[config.mk]
export PLATFORM = sky130hd
export DESIGN_NAME = button_write_ctrl
export DESIGN_NICKNAME = d
export VERILOG_FILES = /design/src/rtl/button_write_pkg.sv /design/src/rtl/button_debouncer.sv /design/src/rtl/button_write_ctrl.sv
export SDC_FILE = /design/constraint.sdc
export NUM_CORES = 1
export LEC_CHECK = 0
export ABC_CLOCK_PERIOD_IN_PS = 4900
export CORE_MARGIN = 2
export CORE_UTILIZATION = 40
export CTS_CLUSTER_SIZE = 16
export DETAILED_ROUTE_END_ITERATION = 16
export GPL_ROUTABILITY_DRIVEN = 0
export PLACE_DENSITY = 0.73
export SYNTH_ARGS = -nofsm -noshare
export SYNTH_HDL_FRONTEND = slang
export SYNTH_SLANG_ARGS = --single-unit
[constraint.sdc]
create_clock -name clock -period 4.9 [get_ports clock]
set_clock_uncertainty 0.15 [all_clocks]
set_input_delay 1.225 -clock clock [delete_from_list [all_inputs] [get_ports clock]]
set_output_delay 1.225 -clock clock [all_outputs]
set_load 0.01 [all_outputs]
[src/rtl/button_write_pkg.sv]
// Shared types and default constants for the button write-source block.
package button_write_pkg;

   // Debounce FSM states.
   typedef enum logic [1:0] {
      IDLE         = 2'd0,
      PRESS_WAIT   = 2'd1,
      PRESSED      = 2'd2,
      RELEASE_WAIT = 2'd3
   } deb_state_e;

   localparam int DEFAULT_DATA_WIDTH      = 8;
   localparam int DEFAULT_ADDR_WIDTH      = 8;
   localparam int DEFAULT_MMIO_ADDR       = 255;
   localparam int DEFAULT_DEBOUNCE_CYCLES = 16;

endpackage

[src/rtl/button_debouncer.sv]
// Two-flop synchronizer plus press/release debounce FSM.
// press_event_o is a one-cycle combinational strobe, high in the cycle whose
// closing edge moves the FSM from PRESS_WAIT into PRESSED.
module button_debouncer
   import button_write_pkg::*;
#(
   parameter int DEBOUNCE_CYCLES = DEFAULT_DEBOUNCE_CYCLES
) (
   input  logic clk_i,
   input  logic rst_i,
   input  logic btn_i,
   output logic press_event_o,
   output logic pressed_o
);

   localparam int CNT_W = (DEBOUNCE_CYCLES > 2) ? $clog2(DEBOUNCE_CYCLES) : 1;
   localparam logic [CNT_W-1:0] CNT_MAX = CNT_W'(DEBOUNCE_CYCLES - 1);

   logic             sync1_q;
   logic             sync2_q;
   deb_state_e       state_q, state_d;
   logic [CNT_W-1:0] cnt_q, cnt_d;

   // Bring the asynchronous button level into the clock domain.
   always_ff @(posedge clk_i) begin
      if (rst_i) begin
         sync1_q <= 1'b0;
         sync2_q <= 1'b0;
      end else begin
         sync1_q <= btn_i;
         sync2_q <= sync1_q;
      end
   end

   // FSM state and stability counter registers.
   always_ff @(posedge clk_i) begin
      if (rst_i) begin
         state_q <= IDLE;
         cnt_q   <= '0;
      end else begin
         state_q <= state_d;
         cnt_q   <= cnt_d;
      end
   end

   // Next-state logic: a level must hold DEBOUNCE_CYCLES samples to be accepted.
   always_comb begin
      state_d       = state_q;
      cnt_d         = cnt_q;
      press_event_o = 1'b0;
      case (state_q)
         IDLE: begin
            if (sync2_q) begin
               state_d = PRESS_WAIT;
               cnt_d   = '0;
            end
         end
         PRESS_WAIT: begin
            if (!sync2_q) begin
               state_d = IDLE;
            end else if (cnt_q == CNT_MAX) begin
               state_d       = PRESSED;
               press_event_o = 1'b1;
            end else begin
               cnt_d = cnt_q + 1'b1;
            end
         end
         PRESSED: begin
            if (!sync2_q) begin
               state_d = RELEASE_WAIT;
               cnt_d   = '0;
            end
         end
         RELEASE_WAIT: begin
            // A return to high here is release bounce, not a new press.
            if (sync2_q) begin
               state_d = PRESSED;
            end else if (cnt_q == CNT_MAX) begin
               state_d = IDLE;
            end else begin
               cnt_d = cnt_q + 1'b1;
            end
         end
         default: state_d = IDLE;
      endcase
   end

   assign pressed_o = (state_q == PRESSED) || (state_q == RELEASE_WAIT);

endmodule

[src/rtl/button_write_ctrl.sv]
// Write-source stage for the downstream data register: merges debounced
// button increments with core stores to the MMIO address onto one write port.
module button_write_ctrl
   import button_write_pkg::*;
#(
   parameter int DATA_WIDTH      = DEFAULT_DATA_WIDTH,
   parameter int DEBOUNCE_CYCLES = DEFAULT_DEBOUNCE_CYCLES,
   parameter int MMIO_ADDR       = DEFAULT_MMIO_ADDR,
   parameter int ADDR_WIDTH      = DEFAULT_ADDR_WIDTH
) (
   input  logic                  clock,
   input  logic                  reset,
   input  logic                  button,
   input  logic [ADDR_WIDTH-1:0] addr,
   input  logic                  reg_w_en,
   input  logic [DATA_WIDTH-1:0] store_data,
   output logic [DATA_WIDTH-1:0] w_data,
   output logic                  w_en,
   output logic                  pressed
);

   localparam logic [ADDR_WIDTH-1:0] MMIO_MATCH = ADDR_WIDTH'(MMIO_ADDR);

   logic                  press_event;
   logic                  core_store;
   logic [DATA_WIDTH-1:0] count_q, count_d;
   logic [DATA_WIDTH-1:0] w_data_q, w_data_d;
   logic                  w_en_q, w_en_d;
   logic                  pending_q, pending_d;
   logic [DATA_WIDTH-1:0] count_inc;

   button_debouncer #(
      .DEBOUNCE_CYCLES(DEBOUNCE_CYCLES)
   ) u_debouncer (
      .clk_i        (clock),
      .rst_i        (reset),
      .btn_i        (button),
      .press_event_o(press_event),
      .pressed_o    (pressed)
   );

   assign core_store = reg_w_en && (addr == MMIO_MATCH);
   assign count_inc  = count_q + 1'b1;

   // Arbitration: a core store always wins; a colliding press is parked in
   // pending and issued on the first edge without a store, using the new count.
   always_comb begin
      count_d   = count_q;
      w_data_d  = w_data_q;
      w_en_d    = 1'b0;
      pending_d = pending_q;
      if (core_store) begin
         count_d  = store_data;
         w_data_d = store_data;
         w_en_d   = 1'b1;
         if (press_event) begin
            pending_d = 1'b1;
         end
      end else if (press_event || pending_q) begin
         count_d   = count_inc;
         w_data_d  = count_inc;
         w_en_d    = 1'b1;
         pending_d = 1'b0;
      end
   end

   // Registered write port, press counter and pending flag.
   always_ff @(posedge clock) begin
      if (reset) begin
         count_q   <= '0;
         w_data_q  <= '0;
         w_en_q    <= 1'b0;
         pending_q <= 1'b0;
      end else begin
         count_q   <= count_d;
         w_data_q  <= w_data_d;
         w_en_q    <= w_en_d;
         pending_q <= pending_d;
      end
   end

   assign w_data = w_data_q;
   assign w_en   = w_en_q;

endmodule

==> impl_metrics.csv <==
group,metric,value,unit
yosys,synthMuxAreaShare,1.203,%
run,max-cap-violations,0,
placement,dp_hpwl,1342,um
yosys,async_flop_share,0,%
floorplanning,die_h,49.61,um
routing,postRouteAntennaNets,0,
placement,place_area,0.001134,mm^2
floorplanning,die-area,0.002461,mm^2
finish,syn_to_final_growth,38.95,%
floorplanning,io_pins,30,
yosys,yosys.area.top_type_share,43.31,%
floorplanning,fp-row-count,16,
routing,vias_per_cell,5.221,
yosys,synthSimpleGateAreaFrac,26.02,%
timing,drv_slew,0,
routing,drt_iter0_drc,9,
grt,antenna_found_initial,0,
routing,routedWlPerCell,11.60,um
setup_path,cp-end-kind,"output port",
yosys,avgSynthCellArea,8.758,um^2
yosys,yosysMostFrequentCell,"dfxtp_1",
power_and_ir_drop,combinationalPowerShare,9.2,%
cts,htreeDepth,1,
setup_path,cpPeakStageDelay,0.58,ns
placement,numPortBuffers,29,
cts,ctsResizeCount,0,
yosys,synth_compound_area_share,15.94,%
timing,max_freq,374.2,MHz
setup_path,crit_family,"buffers and inverters",
timing,finalSetupTns,0,ns
timing,tightest_slew,0.9530,ns
finish,multiInputGateArea,445.4,um^2
setup_path,path_buf_inv,1,
yosys,yosys_warnings,0,
power_and_ir_drop,ir_worst_vdd,0.1094,mV
grt,grt_pass1_vias,772,
yosys,synth-xor-area-share,7.368,%
grt,grt_pass1_wl,3056,um
finish,fin_area,0.001156,mm^2
routing,drc,0,
finish,final_core_util,58.93,%
setup_path,path_class,"flip-flop to output port",
power_and_ir_drop,p_leak,0.3937,nW
cts,root_buffer,"clkbuf_4",
setup_path,path_cells,"clkdlybuf4s50_1",
timing,fin_crit_sh,54.54,%
power_and_ir_drop,p_per_area,206.6,mW/mm^2
routing,firstDrtPassIters,3,
yosys,synth_nets,117,
cts,path_clk_slew,0.10,ns
timing,fin_crit,2.673,ns
floorplanning,initial_core_util,42.41,%
cts,clkSinkCount,18,
yosys,netlist_area,832.0,um^2
finish,nets,146,
status,outcome,"complete, no violations",
yosys,synth_commonest_cells,"dfxtp_1 (18), nor2_1 (11), nand3_1 (7)",
setup_path,slowest_stage,"clkdlybuf4s50_1",
yosys,yosys.area.top_type,"dfxtp_1",
finish,antenna_cells,0,
routing,vias,778,
yosys,yosysSeqAreaShare,43.31,%
yosys,synth_top_flop_cell,"dfxtp_1",
yosys,synth_top_family_by_area,"simple AND/OR/NAND/NOR gates",
setup_path,arrival,1.30,ns
yosys,synthAdderAreaFrac,3.008,%
finish,drive_above_1_share,3.279,%
cts,cts_buffers,3,
min_path,hold_class,"flip-flop to flip-flop",
power_and_ir_drop,sequentialPowerShare,62.5,%
timing,relSlewSlack,36.17,%
setup_path,required,3.52,ns
power_and_ir_drop,swShare,19.62,%
cts,clockBufferDepth,2,
yosys,ys_seq_elements,18,
power_and_ir_drop,internal_power,0.0001920,W
cts,postCtsHoldBufs,0,
finish,fillerInstances,201,
power_and_ir_drop,power_switching,0.00004687,W
yosys,synth-edff-count,0,
yosys,syn_inst,95,
routing,routed_wl,1729,um
timing,hold_viol_final,0,
timing,finalSetupViolations,0,
floorplanning,fp.coreArea,0.001962,mm^2
grt,gr-total-overflow,0,
grt,grt_max_degree,19,
finish,regArea,360.3,um^2
power_and_ir_drop,clkPwrFrac,28.4,%
setup_path,worstPathMaxFanout,6,
setup_path,critPathLaunchType,"flip-flop",
yosys,synth_area_leaders,"dfxtp_1 (43%), a311oi_1 (5.3%), xor2_1 (5.3%)",
timing,rsz0062_at_grt,"false",
timing,hold_ws,0.3020,ns
cts,cts_tree,"yes",
yosys,ys_types,28,
cts,post_cts_buffers,0,
cts,clock_latency,0.28,ns
floorplanning,die_w,49.61,um
grt,track_usage,15.50,%
## final timing paths
check | to | depth (start not counted) | slack [ns] | start
worst min register to register | u_debouncer.sync2_q | 1 | 0.30 | u_debouncer.sync1_q
worst max register to register | w_data[7] | 5 | 2.60 | u_debouncer.cnt_q[0]
worst max-delay path | w_data[2] | 1 | 2.23 | w_data[2]
worst min-delay path | u_debouncer.sync2_q | 1 | 0.30 | u_debouncer.sync1_q
## per-layer routing
layer	part of all wire, %	routed length, um	track usage, %	vias to the layer above
li1	-	-	-	406
met1	45	779	18.87	348
met2	49	848	28.22	22
met3	5.3	92	3.030	2
met4	0.52	9	2.778	0
met5	0	0	0	-
## cell usage in the layout, fill, tap and decap left out, types with 2 or more instances in the layout
master,netlist,final
nand2_1,6,6
nor3_1,2,2
o31ai_1,2,2
nor2_1,11,11
nand3_1,7,7
nor2b_1,2,2
dfxtp_1,18,18
o21ai_0,3,3
a21oi_1,3,3
clkbuf_4,0,3
or4_1,2,2
clkdlybuf4s50_1,0,29
a211oi_1,2,2
ha_1,2,2
xnor2_1,2,2
xor2_1,5,5
or3_1,4,4
nand2b_1,2,2
nand4_1,4,4
a311oi_1,5,5
## area by class of cell
type / instances / area share [%]
multi-input combinational: 71 / 38.53
sequential: 18 / 31.17
timing repair buffer: 29 / 25.11
tap: 27 / 2.922
clock buffer: 3 / 1.948
inverter: 1 / 0.3247
## stage by stage
stage	worst slack (ns)	power (W)	cells
final	2.227	0.0002389	149
after global routing	2.126	0.0002536	149
after CTS	2.217	0.0002425	149
after detailed placement	1.930	0.0001749	146
after global placement	2.004	0.0001744	146
after floorplan	2.448	0.0001577	95
## worst reg2reg max path: stages (launching register included)
cell and delay (ns):
dfxtp_1 0.38, ha_1 0.21, and4_4 0.26, a31oi_1 0.33, or4_1 0.61, a311oi_1 0.29
## kinds of logic after synthesis
family | Yosys count
flip-flops | 18
AND/OR/NAND/NOR | 42
multiplexers | 1
buffers and inverters | 6
XOR/XNOR | 7
AO/OA/AOI/OAI | 19
adder cells (fa/ha/maj) | 2
## power groups by stage
stage,combinational [W],sequential (W),clock [W]
detailed placement,0.0000222,0.000153,0
global route,0.0000236,0.000150,0.0000803
finish,0.0000219,0.000149,0.0000678
floorplan,0.00000529,0.000152,0
global placement,0.0000217,0.000153,0
CTS,0.0000223,0.000149,0.0000709
## registers in the layout (all words and copies together), names as in the netlist, named ones only
| register | flops |
|---|---|
| u_debouncer.sync1_q | 1 |
| u_debouncer.state_q | 1 |
| w_en | 1 |
| u_debouncer.sync2_q | 1 |
| w_data | 8 |
| pending_q | 1 |
| u_debouncer.cnt_q | 4 |
Power figures use the tool's default switching activity.
